--- src/rtl/mem_arbiter_if.sv ---
// Bus bundle between the two masters, the arbiter and the single-port MEM array.
interface mem_arbiter_if #(
   parameter int unsigned DBITS = 16,
   parameter int unsigned ABITS = 12
);
   logic             req0;
   logic             req1;
   logic             lock0;
   logic             lock1;
   logic             we0;
   logic             we1;
   logic [ABITS-1:0] addr0;
   logic [ABITS-1:0] addr1;
   logic [DBITS-1:0] wdata0;
   logic [DBITS-1:0] wdata1;
   logic             gnt0;
   logic             gnt1;
   logic             rvalid0;
   logic             rvalid1;
   logic [DBITS-1:0] rdata0;
   logic [DBITS-1:0] rdata1;
   logic [ABITS-1:0] mem_addr;
   logic [DBITS-1:0] mem_din;
   logic             mem_we;
   logic [DBITS-1:0] mem_dout;

   modport slave (
      input  req0, req1, lock0, lock1, we0, we1, addr0, addr1, wdata0, wdata1, mem_dout,
      output gnt0, gnt1, rvalid0, rvalid1, rdata0, rdata1, mem_addr, mem_din, mem_we
   );

   modport master (
      output req0, req1, lock0, lock1, we0, we1, addr0, addr1, wdata0, wdata1, mem_dout,
      input  gnt0, gnt1, rvalid0, rvalid1, rdata0, rdata1, mem_addr, mem_din, mem_we
   );
endinterface

--- src/rtl/mem_arbiter.sv ---
// Round-robin two-master arbiter for a single-port MEM (sync write, async read),
// with capped locked bursts and registered read data.
module mem_arbiter #(
   parameter int unsigned DBITS    = 16,
   parameter int unsigned ABITS    = 12,
   parameter int unsigned MAXBURST = 4
) (
   input  logic           clk,
   input  logic           rst_n,
   mem_arbiter_if.slave   bus
);
   localparam int unsigned BW = (MAXBURST > 1) ? $clog2(MAXBURST) : 1;
   localparam logic [BW-1:0] BCNT_CAP = BW'(MAXBURST - 1);

   typedef enum logic [1:0] {
      IDLE  = 2'd0,
      BUSY0 = 2'd1,
      BUSY1 = 2'd2
   } state_e;

   state_e           state_q, state_d;
   logic             last_q, last_d;
   logic [BW-1:0]    bcnt_q, bcnt_d;
   logic             rvalid0_q, rvalid0_d;
   logic             rvalid1_q, rvalid1_d;
   logic [DBITS-1:0] rdata0_q, rdata0_d;
   logic [DBITS-1:0] rdata1_q, rdata1_d;
   logic             gnt0_c;
   logic             gnt1_c;

   // Grant and MEM drive follow the state directly so reset kills a write at once.
   always_comb begin
      gnt0_c = (state_q == BUSY0) && bus.req0;
      gnt1_c = (state_q == BUSY1) && bus.req1;
   end

   assign bus.gnt0     = gnt0_c;
   assign bus.gnt1     = gnt1_c;
   assign bus.mem_we   = (gnt0_c && bus.we0) || (gnt1_c && bus.we1);
   assign bus.mem_addr = (state_q == BUSY0) ? bus.addr0 :
                         (state_q == BUSY1) ? bus.addr1 : '0;
   assign bus.mem_din  = (state_q == BUSY0) ? bus.wdata0 :
                         (state_q == BUSY1) ? bus.wdata1 : '0;
   assign bus.rvalid0  = rvalid0_q;
   assign bus.rvalid1  = rvalid1_q;
   assign bus.rdata0   = rdata0_q;
   assign bus.rdata1   = rdata1_q;

   always_comb begin
      state_d   = state_q;
      bcnt_d    = '0;
      last_d    = last_q;
      rvalid0_d = 1'b0;
      rvalid1_d = 1'b0;
      rdata0_d  = rdata0_q;
      rdata1_d  = rdata1_q;

      if (gnt0_c) last_d = 1'b0;
      if (gnt1_c) last_d = 1'b1;

      if (gnt0_c && !bus.we0) begin
         rvalid0_d = 1'b1;
         rdata0_d  = bus.mem_dout;
      end
      if (gnt1_c && !bus.we1) begin
         rvalid1_d = 1'b1;
         rdata1_d  = bus.mem_dout;
      end

      case (state_q)
         IDLE: begin
            if (bus.req0 && bus.req1) state_d = last_q ? BUSY0 : BUSY1;
            else if (bus.req0)        state_d = BUSY0;
            else if (bus.req1)        state_d = BUSY1;
         end
         BUSY0: begin
            // Locked burst continues only below the cap; the counter never wraps.
            if (bus.lock0 && bus.req0 && (bcnt_q < BCNT_CAP)) begin
               state_d = BUSY0;
               bcnt_d  = bcnt_q + BW'(1);
            end else if (bus.req1) state_d = BUSY1;
            else if (bus.req0)     state_d = BUSY0;
            else                   state_d = IDLE;
         end
         BUSY1: begin
            if (bus.lock1 && bus.req1 && (bcnt_q < BCNT_CAP)) begin
               state_d = BUSY1;
               bcnt_d  = bcnt_q + BW'(1);
            end else if (bus.req0) state_d = BUSY0;
            else if (bus.req1)     state_d = BUSY1;
            else                   state_d = IDLE;
         end
         default: state_d = IDLE;
      endcase
   end

   always_ff @(posedge clk or negedge rst_n) begin
      if (!rst_n) begin
         state_q   <= IDLE;
         last_q    <= 1'b1;
         bcnt_q    <= '0;
         rvalid0_q <= 1'b0;
         rvalid1_q <= 1'b0;
         rdata0_q  <= '0;
         rdata1_q  <= '0;
      end else begin
         state_q   <= state_d;
         last_q    <= last_d;
         bcnt_q    <= bcnt_d;
         rvalid0_q <= rvalid0_d;
         rvalid1_q <= rvalid1_d;
         rdata0_q  <= rdata0_d;
         rdata1_q  <= rdata1_d;
      end
   end
endmodule

--- src/flat_wrapper.sv ---
// flat-port wrapper written by rule: the top's interface ports become plain ports
module mem_arbiter_flat 
#(
   parameter int unsigned DBITS    = 16,
   parameter int unsigned ABITS    = 12,
   parameter int unsigned MAXBURST = 4
)
  (clk, rst_n, bus_req0, bus_req1, bus_lock0, bus_lock1, bus_we0, bus_we1, bus_addr0, bus_addr1, bus_wdata0, bus_wdata1, bus_mem_dout, bus_gnt0, bus_gnt1, bus_rvalid0, bus_rvalid1, bus_rdata0, bus_rdata1, bus_mem_addr, bus_mem_din, bus_mem_we);
  mem_arbiter_if #(.DBITS(DBITS), .ABITS(ABITS)) bus_i ();
  input  logic clk;
  input  logic rst_n;
  input wire logic [$bits(bus_i.req0)-1:0] bus_req0;
  input wire logic [$bits(bus_i.req1)-1:0] bus_req1;
  input wire logic [$bits(bus_i.lock0)-1:0] bus_lock0;
  input wire logic [$bits(bus_i.lock1)-1:0] bus_lock1;
  input wire logic [$bits(bus_i.we0)-1:0] bus_we0;
  input wire logic [$bits(bus_i.we1)-1:0] bus_we1;
  input wire logic [$bits(bus_i.addr0)-1:0] bus_addr0;
  input wire logic [$bits(bus_i.addr1)-1:0] bus_addr1;
  input wire logic [$bits(bus_i.wdata0)-1:0] bus_wdata0;
  input wire logic [$bits(bus_i.wdata1)-1:0] bus_wdata1;
  input wire logic [$bits(bus_i.mem_dout)-1:0] bus_mem_dout;
  output wire logic [$bits(bus_i.gnt0)-1:0] bus_gnt0;
  output wire logic [$bits(bus_i.gnt1)-1:0] bus_gnt1;
  output wire logic [$bits(bus_i.rvalid0)-1:0] bus_rvalid0;
  output wire logic [$bits(bus_i.rvalid1)-1:0] bus_rvalid1;
  output wire logic [$bits(bus_i.rdata0)-1:0] bus_rdata0;
  output wire logic [$bits(bus_i.rdata1)-1:0] bus_rdata1;
  output wire logic [$bits(bus_i.mem_addr)-1:0] bus_mem_addr;
  output wire logic [$bits(bus_i.mem_din)-1:0] bus_mem_din;
  output wire logic [$bits(bus_i.mem_we)-1:0] bus_mem_we;
  assign bus_i.req0 = bus_req0;
  assign bus_i.req1 = bus_req1;
  assign bus_i.lock0 = bus_lock0;
  assign bus_i.lock1 = bus_lock1;
  assign bus_i.we0 = bus_we0;
  assign bus_i.we1 = bus_we1;
  assign bus_i.addr0 = bus_addr0;
  assign bus_i.addr1 = bus_addr1;
  assign bus_i.wdata0 = bus_wdata0;
  assign bus_i.wdata1 = bus_wdata1;
  assign bus_i.mem_dout = bus_mem_dout;
  assign bus_gnt0 = bus_i.gnt0;
  assign bus_gnt1 = bus_i.gnt1;
  assign bus_rvalid0 = bus_i.rvalid0;
  assign bus_rvalid1 = bus_i.rvalid1;
  assign bus_rdata0 = bus_i.rdata0;
  assign bus_rdata1 = bus_i.rdata1;
  assign bus_mem_addr = bus_i.mem_addr;
  assign bus_mem_din = bus_i.mem_din;
  assign bus_mem_we = bus_i.mem_we;
  mem_arbiter #(.DBITS(DBITS), .ABITS(ABITS), .MAXBURST(MAXBURST)) u_core (.clk(clk), .rst_n(rst_n), .bus(bus_i));
endmodule
--- config.mk ---
export PLATFORM = sky130hd
export DESIGN_NAME = mem_arbiter_flat
export DESIGN_NICKNAME = d
export VERILOG_FILES = /design/src/rtl/mem_arbiter_if.sv /design/src/rtl/mem_arbiter.sv /design/src/flat_wrapper.sv
export SDC_FILE = /design/constraint.sdc
export NUM_CORES = 1
export LEC_CHECK = 0
export CAP_MARGIN = 5
export CORE_MARGIN = 2
export CORE_UTILIZATION = 35
export DETAILED_ROUTE_END_ITERATION = 16
export PLACE_DENSITY = 0.81
export SYNTH_ARGS = -nofsm -noshare
export SYNTH_HDL_FRONTEND = slang
export SYNTH_SLANG_ARGS = --single-unit
--- constraint.sdc ---
create_clock -name clk -period 2.2 [get_ports clk]
set_input_delay 0.22 -clock clk [delete_from_list [all_inputs] [get_ports clk]]
set_output_delay 0.22 -clock clk [all_outputs]
set_load 0.02 [all_outputs]
==> Word level (Yosys, flattened, before mapping) <==
Index checks and enable logic that the tools add are counted.
{ "word_totals": {"ff_bits": 39, "latch_bits": 0, "ramBits": 0, "mem_bits_ro": 0, "inputBits": 80, "elab_cells": 50, "memories": 0} }
{ "op_classes": {"add_sub_neg": 1, "n_mul": 0, "n_div": 0, "magnitude_cmp": 1, "eq_ne": 3, "shifts": 0, "n_mux": 22, "n_bitwise": 0, "reduce_logical": 16} }
{ "op_table": {"columns": ["cell", "count"], "rows": [
  ["two-way mux 16 bit", 2],
  ["two-way mux 12 bit", 2],
  ["two-way mux 2 bit", 11],
  ["logical AND 1 bit", 11],
  ["case mux 2 bit (3 select lines)", 1],
  ["two-way mux 1 bit", 5],
  ["inequality test 4 x 3 -> 1 bit, second input constant", 1],
  ["case mux 2 bit (2 select lines)", 1],
  ["adder 2 x 1 -> 2 bit, second input constant", 1],
  ["equality test 2 x 1 -> 1 bit, second input constant", 1],
  ["equality test 2 bit, second input constant", 1],
  ["zero test 1 bit", 2],
  ["zero test 2 bit", 1],
  ["less-than comparator 2 bit, second input constant", 1],
  ["nonzero test 2 bit", 1],
  ["logical OR 1 bit", 1]
]} }

==> Logic depth before layout (Yosys ltp) <==
Gate-level depths: netlist (run 1).
{ "depth": {"ltp_word": 4, "ltp_mapped": 10, "mapped_depth_nobuf": 8} }

==> Worst setup path before layout (run 1) <==
Ideal clock, no wire load.
{ "synth_path": {"kind": "register to output", "startpoint": "register u_core.state_q[0]", "endpoint": "output port bus_mem_addr[0]", "t_arrival_ns": 1.725, "required_time_ns": 1.980, "path_slack_ns": 0.255, "path_stages_with_launch": 7, "cell_sequence": "dfrtp_1 inv_1 ha_1 clkbuf_1 clkbuf_1 nand2_1 o21ai_0"} }
{ "synth_between": {"elab_chain_cells": 3, "elab_cells_between_ends": 4} }
{ "synth_rtl": {"columns": ["item", "line", "rtl"], "rows": [
  ["start, declared", "mem_arbiter.sv:21", "state_e state_q, state_d;"],
  ["start signal, assigned", "mem_arbiter.sv:107", "state_q <= state_d;"],
  ["equality test 2 bit", "mem_arbiter.sv:41", "(state_q == BUSY1) ? bus.addr1 : '0;"],
  ["two-way mux 12 bit", "mem_arbiter.sv:41", null],
  ["two-way mux 12 bit *", "mem_arbiter.sv:40", "assign bus.mem_addr = (state_q == BUSY0) ? bus.addr0 :"],
  ["end, declared", "flat_wrapper.sv:29", "output wire logic [$bits(bus_i.mem_addr)-1:0] bus_mem_addr;"]
]} }
Every way passes the cells marked *; elsewhere a longest branch is shown, timed or not.

==> Worst setup path after layout (run 1) <==
{ "layout_path": {"startpoint": "register u_core.state_q[1]", "endpoint": "output port bus_mem_we"} }
{ "layout_between": {"elab_chain_cells": 4, "elab_cells_between_ends": 7} }
{ "layout_rtl": {"columns": ["item", "line", "rtl"], "rows": [
  ["equality test 2 x 1 -> 1 bit / equality test 2 bit (equally long branches)", "mem_arbiter.sv:33, mem_arbiter.sv:34", null],
  ["logical AND 1 bit, on equally long branches", "mem_arbiter.sv:33, mem_arbiter.sv:34", null],
  ["logical AND 1 bit", "mem_arbiter.sv:39", "assign bus.mem_we = (gnt0_c && bus.we0) || (gnt1_c && bus.we1);"],
  ["logical OR 1 bit *", "mem_arbiter.sv:39", null],
  ["end, declared", "flat_wrapper.sv:31", "output wire logic [$bits(bus_i.mem_we)-1:0] bus_mem_we;"]
]} }
Marked as above.

==> results_tabular.tex, run 1 <==
\begin{tabular}{lr}
\hline
Metric & Value \\
\hline
\multicolumn{2}{l}{\textbf{Finish}} \\
\quad Fill cell instance count of the final layout & 462 \\
\quad N\_diodes & 0 \\
\quad Area growth syn-to-layout & 76.34\% \\
\quad Share of final-layout standard cells stronger than drive strength 1 & 0.09686 \\
\quad Net count, final & 466 \\
\multicolumn{2}{l}{\textbf{Timing}} \\
\quad Accumulated negative setup slack & 0 ns \\
\quad Transition at the pin with the smallest max-transition slack & 0.8734 ns \\
\quad Unrepaired setup endpoints after global routing & no \\
\quad Final clock period utilization by the worst path & 0.9366 \\
\quad Count of endpoints failing setup in the final report & 0 \\
\quad Final Worst Setup Slack & 0.1396 ns \\
\quad Final hold viol count & 0 \\
\quad Maximum achievable frequency & 485.3 MHz \\
\quad Post-Route Skew & 0.01282 ns \\
\quad Headroom to the max-slew limit & 0.4177 \\
\quad Max-slew violations & 0 \\
\quad Time the worst path needs with I/O delays and setup & 2.060 ns \\
\multicolumn{2}{l}{\textbf{Die}} \\
\quad DIE HEIGHT & 80.57 um \\
\quad Floorplan row count & 27 \\
\quad Core outline area & 5574 sq um \\
\quad Die X-Extent & 80.57 um \\
\quad Effective utilization at floorplan & 0.3681 \\
\quad Area of the die & 6492 sq um \\
\quad I/O pins & 145 \\
\multicolumn{2}{l}{\textbf{Synth}} \\
\quad Proportion of synthesized chip area in sequential cells & 0.4762 \\
\quad Synth Net Count & 322 \\
\quad Synthesized area per cell & 8.658 sq um \\
\quad \#FFs+latches synth & 39 \\
\quad Synthesized cell area & 2052 sq um \\
\quad Post-synth cell types & 28 \\
\quad Synth warn & 0 \\
\quad Synthesized instance count & 237 \\
\multicolumn{2}{l}{\textbf{Drt}} \\
\quad Vias & 2131 \\
\quad DRC violations left & 0 \\
\quad Total detailed-routing wirelength & 6.344 mm \\
\quad Via-per-instance ratio & 4.694 \\
\quad DR pass1 iterations & 4 \\
\quad Number of DRC markers after the initial detailed-route iteration & 67 \\
\quad Per-cell routed wire length & 13.97 um \\
\quad Count of nets left with antenna violations after detail routing & 0 \\
\multicolumn{2}{l}{\textbf{Setup path}} \\
\quad CP Data Arrival Time & 1.84 ns \\
\quad CP max FO & 4 \\
\quad Required time reported for the critical path endpoint & 1.98 ns \\
\quad Worst reg2reg path depth & 7 \\
\quad Startpoint-to-endpoint class of the critical path & flip-flop to primary output \\
\quad Critical Path Source Type & flip-flop \\
\quad Critical path origin & u\_core.state\_q[1] \\
\quad Crit Reg-Reg Startpoint & u\_core.state\_q[1] \\
\quad Critical Path Sink Type & primary output \\
\multicolumn{2}{l}{\textbf{Power and ir drop}} \\
\quad Pint & 0.002547 W \\
\quad Net switching power & 0.001873 W \\
\quad Share of total power in the clock network & 0.109 \\
\quad Standby leakage power & 1.756 nW \\
\quad Sequential share of power & 0.276 \\
\quad Fraction of power spent switching nets & 0.4237 \\
\quad Peak supply drop & 0.0008202 V \\
\quad Part of the total power dissipated in combinational logic & 0.615 \\
\quad PD cells & 1222 nW/um\^{}2 \\
\multicolumn{2}{l}{\textbf{Placed design}} \\
\quad Number of buffers inserted by port buffering & 144 \\
\quad GPL Wtd Cong & 0.7481 \\
\quad Post-Place Setup Slack & 0.1750 ns \\
\quad Placed wire-length estimate & 4.786 mm \\
\multicolumn{2}{l}{\textbf{Clock network}} \\
\quad Max Buffers Root-to-Sink & 2 \\
\quad Number of buffers inserted by hold repair at cts & 0 \\
\quad Root Driver & sky130\_fd\_sc\_hd\_\_clkbuf\_8 \\
\quad Inserted Clock Buffers & 5 \\
\quad Clock transition at the registers of the reported paths & 0.08 ns \\
\quad \# clock sinks & 39 \\
\quad TritonCTS clock tree & done \\
\quad Clk Latency, worst-skew pair & 0.30 ns \\
\quad Total number of H-tree levels & 2 \\
\multicolumn{2}{l}{\textbf{Global routing}} \\
\quad Global router's overall resource usage & 0.1940 \\
\quad Via count of the first global-routing pass & 2107 \\
\quad Maximum number of pins on one net before global-route repair & 54 \\
\quad Number of antenna violations at the first check in global routing & 0 \\
\quad Gr ovfl total & 0 \\
\quad Wire length of the first global-routing pass & 9.618 mm \\
\multicolumn{2}{l}{\textbf{Worst hold path}} \\
\quad Type of the most critical hold path & input port to async pin \\
\multicolumn{2}{l}{\textbf{Run status}} \\
\quad Status & finished, final reports clean \\
\multicolumn{2}{l}{\textbf{Run}} \\
\quad Max cap viols & 0 \\
\hline
\end{tabular}
==> final cells by class <==
type,instances,area [sq um],area share
tap,72,90.09,0.02490
inverter,7,26.28,0.007261
multi-input combinational,177,969.7,0.2680
clock buffer,6,72.57,0.02006
sequential,39,977.2,0.2701
timing repair buffer,151,1470,0.4063
clock inverter,2,12.51,0.003458
==> layer usage <==
layer	share of wire	up-vias	wire length [um]	global-route usage
met5	0	-	0	0
met4	0.013	0	84	0.07627
met3	0.13	8	828	0.08989
met2	0.47	102	2968	0.3317
met1	0.39	968	2463	0.2070
li1	-	1053	-	-
==> placed cells by master, fill, tap and decap left out, types with 2 or more instances in the layout <==
cell                              count
sky130_fd_sc_hd__a21oi_1              4
sky130_fd_sc_hd__a22o_1               4
sky130_fd_sc_hd__buf_4                6
sky130_fd_sc_hd__clkbuf_8             5
sky130_fd_sc_hd__clkdlybuf4s50_1    112
sky130_fd_sc_hd__dfrtp_1             38
sky130_fd_sc_hd__dlygate4sd2_1       29
sky130_fd_sc_hd__dlymetal6s2s_1       2
sky130_fd_sc_hd__ha_1                 5
sky130_fd_sc_hd__inv_1                6
sky130_fd_sc_hd__mux2_2               7
sky130_fd_sc_hd__mux2_4               9
sky130_fd_sc_hd__nand2_1            103
sky130_fd_sc_hd__nand2b_1             3
sky130_fd_sc_hd__nor2_1               6
sky130_fd_sc_hd__o21ai_0             26
==> worst paths after layout <==
check	slack, ns	to
worst max-delay path	0.14	bus_mem_we
max in group asynchronous	1.61	u_core.bus.rdata1[10]
worst max register to register	0.37	u_core.bus.rdata0[7]
worst min register to register	0.44	u_core.bcnt_q[0]
worst min-delay path	0.03	u_core.bus.rdata1[15]
min in group clk	0.44	u_core.bcnt_q[0]
==> metrics by stage <==
stage	power [W]	util	area [sq um]	std cells	hold WS, ns
final	0.004420	0.6492	3618	454	0.02773
after global placement	0.004062	0.6391	3562	446	0.3716
after global routing	0.004718	0.6492	3618	454	0.09604
after CTS	0.004463	0.6483	3613	454	0.05988
after detailed placement	0.004125	0.6391	3562	446	0.3806
after floorplan	0.002702	-	2052	237	-0.07559
==> sequential cells by signal (all words and copies together), names as in the netlist <==
register	cells
u_core.bus.rdata0	16
u_core.last_q	1
u_core.bus.rvalid1	1
u_core.bus.rvalid0	1
u_core.bcnt_q	2
u_core.bus.rdata1	16
u_core.state_q	2
==> power by group through the flow <==
| stage | clock network (W) | registers [W] | logic (W) |
|---|---|---|---|
| global placement | 0 | 0.00121 | 0.00285 |
| floorplan | 0 | 0.00157 | 0.00113 |
| detailed placement | 0 | 0.00123 | 0.00290 |
| finish | 0.000482 | 0.00122 | 0.00272 |
| global route | 0.000525 | 0.00126 | 0.00294 |
| CTS | 0.000493 | 0.00122 | 0.00275 |
==> worst max-delay path: stages (launching register included) <==
cell                            delay [ns]
sky130_fd_sc_hd__dfrtp_1              0.40
sky130_fd_sc_hd__inv_1                0.08
sky130_fd_sc_hd__ha_1                 0.24
sky130_fd_sc_hd__buf_4                0.17
sky130_fd_sc_hd__nand2_2              0.07
sky130_fd_sc_hd__inv_1                0.06
sky130_fd_sc_hd__a22o_1               0.23
sky130_fd_sc_hd__dlygate4sd2_1        0.32
==> cells by family (layout without fill, tap and decap cells) <==
group,Yosys count,count (layout),share of synthesized area
adder cells (fa/ha/maj),5,5,0.03049
AO/OA/AOI/OAI,39,39,0.1098
multiplexers,16,16,0.1043
buffers and inverters,21,166,0.05244
AND/OR/NAND/NOR,117,117,0.2268
flip-flops,39,39,0.4762
==> Yosys cell counts <==
| cell | n | area, sq um |
|---|---|---|
| sky130_fd_sc_hd__a21boi_0 | 1 | 7.510 |
| sky130_fd_sc_hd__a21oi_1 | 4 | 20.02 |
| sky130_fd_sc_hd__a22o_1 | 4 | 35.03 |
| sky130_fd_sc_hd__a31o_2 | 1 | 8.760 |
| sky130_fd_sc_hd__and4b_2 | 1 | 11.26 |
| sky130_fd_sc_hd__buf_1 | 1 | 3.750 |
| sky130_fd_sc_hd__buf_12 | 1 | 20.02 |
| sky130_fd_sc_hd__buf_2 | 4 | 20.02 |
| sky130_fd_sc_hd__buf_6 | 1 | 11.26 |
| sky130_fd_sc_hd__clkbuf_1 | 7 | 26.28 |
| sky130_fd_sc_hd__dfrtp_1 | 38 | 950.9 |
| sky130_fd_sc_hd__dfstp_2 | 1 | 26.28 |
| sky130_fd_sc_hd__ha_1 | 5 | 62.56 |
| sky130_fd_sc_hd__inv_1 | 6 | 22.52 |
| sky130_fd_sc_hd__inv_2 | 1 | 3.750 |
| sky130_fd_sc_hd__mux2_2 | 7 | 78.83 |
| sky130_fd_sc_hd__mux2_4 | 9 | 135.1 |
| sky130_fd_sc_hd__nand2_1 | 103 | 386.6 |
| sky130_fd_sc_hd__nand2_2 | 1 | 6.260 |
| sky130_fd_sc_hd__nand2b_1 | 3 | 18.77 |
| sky130_fd_sc_hd__nor2_1 | 6 | 22.52 |
| sky130_fd_sc_hd__nor2b_1 | 1 | 6.260 |
| sky130_fd_sc_hd__nor3b_1 | 1 | 7.510 |
| sky130_fd_sc_hd__o211ai_1 | 1 | 7.510 |
| sky130_fd_sc_hd__o21ai_0 | 26 | 130.1 |
| sky130_fd_sc_hd__o2bb2ai_1 | 1 | 8.760 |
| sky130_fd_sc_hd__o31ai_1 | 1 | 7.510 |
| sky130_fd_sc_hd__or2_1 | 1 | 6.260 |
==> what timing repair did <==
item | in CTS | in global routing
gates resized for setup | 30 | 2
endpoints found under the setup margin | 29 | 2
setup buffers | 0 | 0
(Power assumes the default switching activity.)
==> run 2: changes to the inputs <==
Settings changed: PLACE_DENSITY 0.81 to unset, PLACE_DENSITY_LB_ADDON set to 0.05.
==> run 2 against run 1 <==
  * Sequential power barely moved
  * Core utilization rose by 0.63 points
  * Routed wire length rose by 1.2%
  * Clock power fell by 5.0%
  * Combinational power rose by 2%
  * Via count fell by 1.2%
  * Fmax fell by 0.79%
  * Critical path type unchanged
  * Largest power group unchanged
  * Highest routed layer unchanged
==> results_tabular.tex, run 2 (synthesis results as in run 1) <==
\begin{tabular}{lr}
\hline
Metric & Value \\
\hline
\multicolumn{2}{l}{\textbf{Global routing}} \\
\quad Number of antenna violations at the first check in global routing & 0 \\
\quad Via count of the first global-routing pass & 2001 \\
\quad Maximum number of pins on one net before global-route repair & 40 \\
\quad Wire length of the first global-routing pass & 10.17 mm \\
\quad Gr ovfl total & 0 \\
\quad Global router's overall resource usage & 0.2004 \\
\multicolumn{2}{l}{\textbf{Power and ir drop}} \\
\quad Peak supply drop & 0.0008501 V \\
\quad Overall power after layout & 0.004460 W \\
\quad PD cells & 1221 nW/um\^{}2 \\
\quad Standby leakage power & 1.753 nW \\
\multicolumn{2}{l}{\textbf{Setup path}} \\
\quad Critical Path Source Type & flip-flop \\
\quad Startpoint-to-endpoint class of the critical path & flip-flop to primary output \\
\quad CP Data Arrival Time & 1.86 ns \\
\quad Reg2Reg Setup Slack & 0.37 ns \\
\quad Critical-path cell list & inv\_1 -> ha\_2 -> buf\_4 -> nand2\_1 -> o21ai\_0 -> dlygate4sd2\_1 \\
\quad Critical-path top delay cell & sky130\_fd\_sc\_hd\_\_dfrtp\_1 \\
\quad Required time reported for the critical path endpoint & 1.98 ns \\
\quad Maximum cell stage delay along the critical path & 0.42 ns \\
\quad CP max FO & 13 \\
\quad Critical Path Sink Type & primary output \\
\multicolumn{2}{l}{\textbf{Finish}} \\
\quad Final instance count without filler cells & 455 \\
\quad Commonest cells after routing, fill and taps aside & sky130\_fd\_sc\_hd\_\_clkdlybuf4s50\_1 (113), sky130\_fd\_sc\_hd\_\_nand2\_1 (103), sky130\_fd\_sc\_hd\_\_dfrtp\_1 (38), sky130\_fd\_sc\_hd\_\_dlygate4sd2\_1 (29), sky130\_fd\_sc\_hd\_\_o21ai\_0 (26) \\
\quad Commonest non-fill, non-tap cell in the layout & sky130\_fd\_sc\_hd\_\_clkdlybuf4s50\_1 \\
\quad N\_diodes & 0 \\
\quad Share of final-layout standard cells stronger than drive strength 1 & 0.1044 \\
\quad Net count, final & 467 \\
\quad Area growth syn-to-layout & 78.05\% \\
\quad Fill cell instance count of the final layout & 475 \\
\multicolumn{2}{l}{\textbf{Timing}} \\
\quad Max-slew violations & 0 \\
\quad Final clock period utilization by the worst path & 0.9440 \\
\quad Transition at the pin with the smallest max-transition slack & 0.8352 ns \\
\quad Headroom to the max-slew limit & 0.4432 \\
\quad Maximum achievable frequency & 481.5 MHz \\
\quad Count of endpoints failing setup in the final report & 0 \\
\quad Time the worst path needs with I/O delays and setup & 2.077 ns \\
\quad Unrepaired setup endpoints after global routing & no \\
\quad Final Worst Setup Slack & 0.1231 ns \\
\quad Post-Route Skew & 0.008911 ns \\
\quad Accumulated negative setup slack & 0 ns \\
\quad Final worst hold slack & 0.02837 ns \\
\quad Final hold viol count & 0 \\
\multicolumn{2}{l}{\textbf{Clock network}} \\
\quad \# clock sinks & 39 \\
\quad Total number of H-tree levels & 2 \\
\quad Max Buffers Root-to-Sink & 2 \\
\quad Clock transition at the registers of the reported paths & 0.08 ns \\
\quad Clk Latency, worst-skew pair & 0.29 ns \\
\quad TritonCTS clock tree & done \\
\quad Inserted Clock Buffers & 5 \\
\quad Root Driver & sky130\_fd\_sc\_hd\_\_clkbuf\_8 \\
\multicolumn{2}{l}{\textbf{Die}} \\
\quad Core outline area & 5574 sq um \\
\quad I/O pins & 145 \\
\quad Effective utilization at floorplan & 0.3681 \\
\quad Die X-Extent & 80.57 um \\
\quad DIE HEIGHT & 80.57 um \\
\quad Floorplan row count & 27 \\
\quad Area of the die & 6492 sq um \\
\multicolumn{2}{l}{\textbf{Drt}} \\
\quad Vias & 2106 \\
\quad Via-per-instance ratio & 4.629 \\
\quad Total detailed-routing wirelength & 6.421 mm \\
\quad DRC violations left & 0 \\
\quad DR pass1 iterations & 4 \\
\quad Per-cell routed wire length & 14.11 um \\
\quad Number of DRC markers after the initial detailed-route iteration & 74 \\
\quad Count of nets left with antenna violations after detail routing & 0 \\
\multicolumn{2}{l}{\textbf{Run}} \\
\quad Max cap viols & 0 \\
\multicolumn{2}{l}{\textbf{Placed design}} \\
\quad Number of placed instances with taps included & 446 \\
\quad GPL Wtd Cong & 0.8508 \\
\quad Post-Place Setup Slack & 0.1253 ns \\
\quad Placed wire-length estimate & 4.825 mm \\
\quad Number of buffers inserted by port buffering & 144 \\
\multicolumn{2}{l}{\textbf{Worst hold path}} \\
\quad Type of the most critical hold path & input port to async pin \\
\multicolumn{2}{l}{\textbf{Run status}} \\
\quad Status & finished, final reports clean \\
\hline
\end{tabular}
[run 2: cell count changes in the layout (fill, tap and decap cells not counted)]
cell | previous run | this run
sky130_fd_sc_hd__bufbuf_16 | 0 | 1
sky130_fd_sc_hd__clkdlybuf4s50_1 | 112 | 113
sky130_fd_sc_hd__dlymetal6s2s_1 | 2 | 1
sky130_fd_sc_hd__ha_1 | 5 | 3
sky130_fd_sc_hd__ha_2 | 0 | 2
[run 2: path summary, 6_finish.rpt]
check | startpoint | endpoint | cells past startpoint
setup / recovery | u_core.state_q[0] | bus_mem_addr[4] | 6
hold / removal | rst_n | u_core.bus.rdata0[5] | 1
setup reg to reg | u_core.state_q[1] | u_core.state_q[0] | 7
hold reg to reg | u_core.bcnt_q[0] | u_core.bcnt_q[0] | 1
max in group asynchronous | rst_n | u_core.bus.rdata0[9] | 1
min in group clk | u_core.bcnt_q[0] | u_core.bcnt_q[0] | 1
[run 2: final cells by class]
class	count	area, sq um	area share
Clock buffer	6	72.57	0.01986
Clock inverter	2	12.51	0.003425
Inverter	7	26.28	0.007192
Multi-Input combinational cell	177	974.7	0.2668
Sequential cell	39	977.2	0.2675
Tap cell	72	90.09	0.02466
Timing Repair Buffer	152	1500	0.4106
[run 2: per-stage QoR]
stage	instance area (sq um)	utilization
floorplan	2052	-
global placement	3562	0.6391
detailed placement	3562	0.6391
CTS	3651	0.6550
global route	3654	0.6554
finish	3654	0.6554
[run 2: metal layers]
layer	vias up	wire [um]	global-route usage
li1	1054	-	-
met1	969	2885	0.2615
met2	70	3005	0.3317
met3	13	414	0.05281
met4	0	114	0.04746
met5	-	0	0
[run 2: where the power goes]
group	switching (W)	internal, W
clock	0.000237	0.000221
combinational	0.00145	0.00134
sequential	0.000178	0.00104
[run 2: repair_timing]
action                                  4_1_cts  5_1_grt
hold buffers                                  0        0
gates cloned                                  1        0
endpoints found under the setup margin       29        1
gates resized for setup                      32        1
buffers inserted                              0        0
[run 2: critical path: cells and delay by family (launching register included)]
kind	cells	cell delay, ns
adder cells (fa/ha/maj)	1	0.24
flip-flops	1	0.42
AND/OR/NAND/NOR	1	0.07
buffers and inverters	3	0.67
AO/OA/AOI/OAI	1	0.17
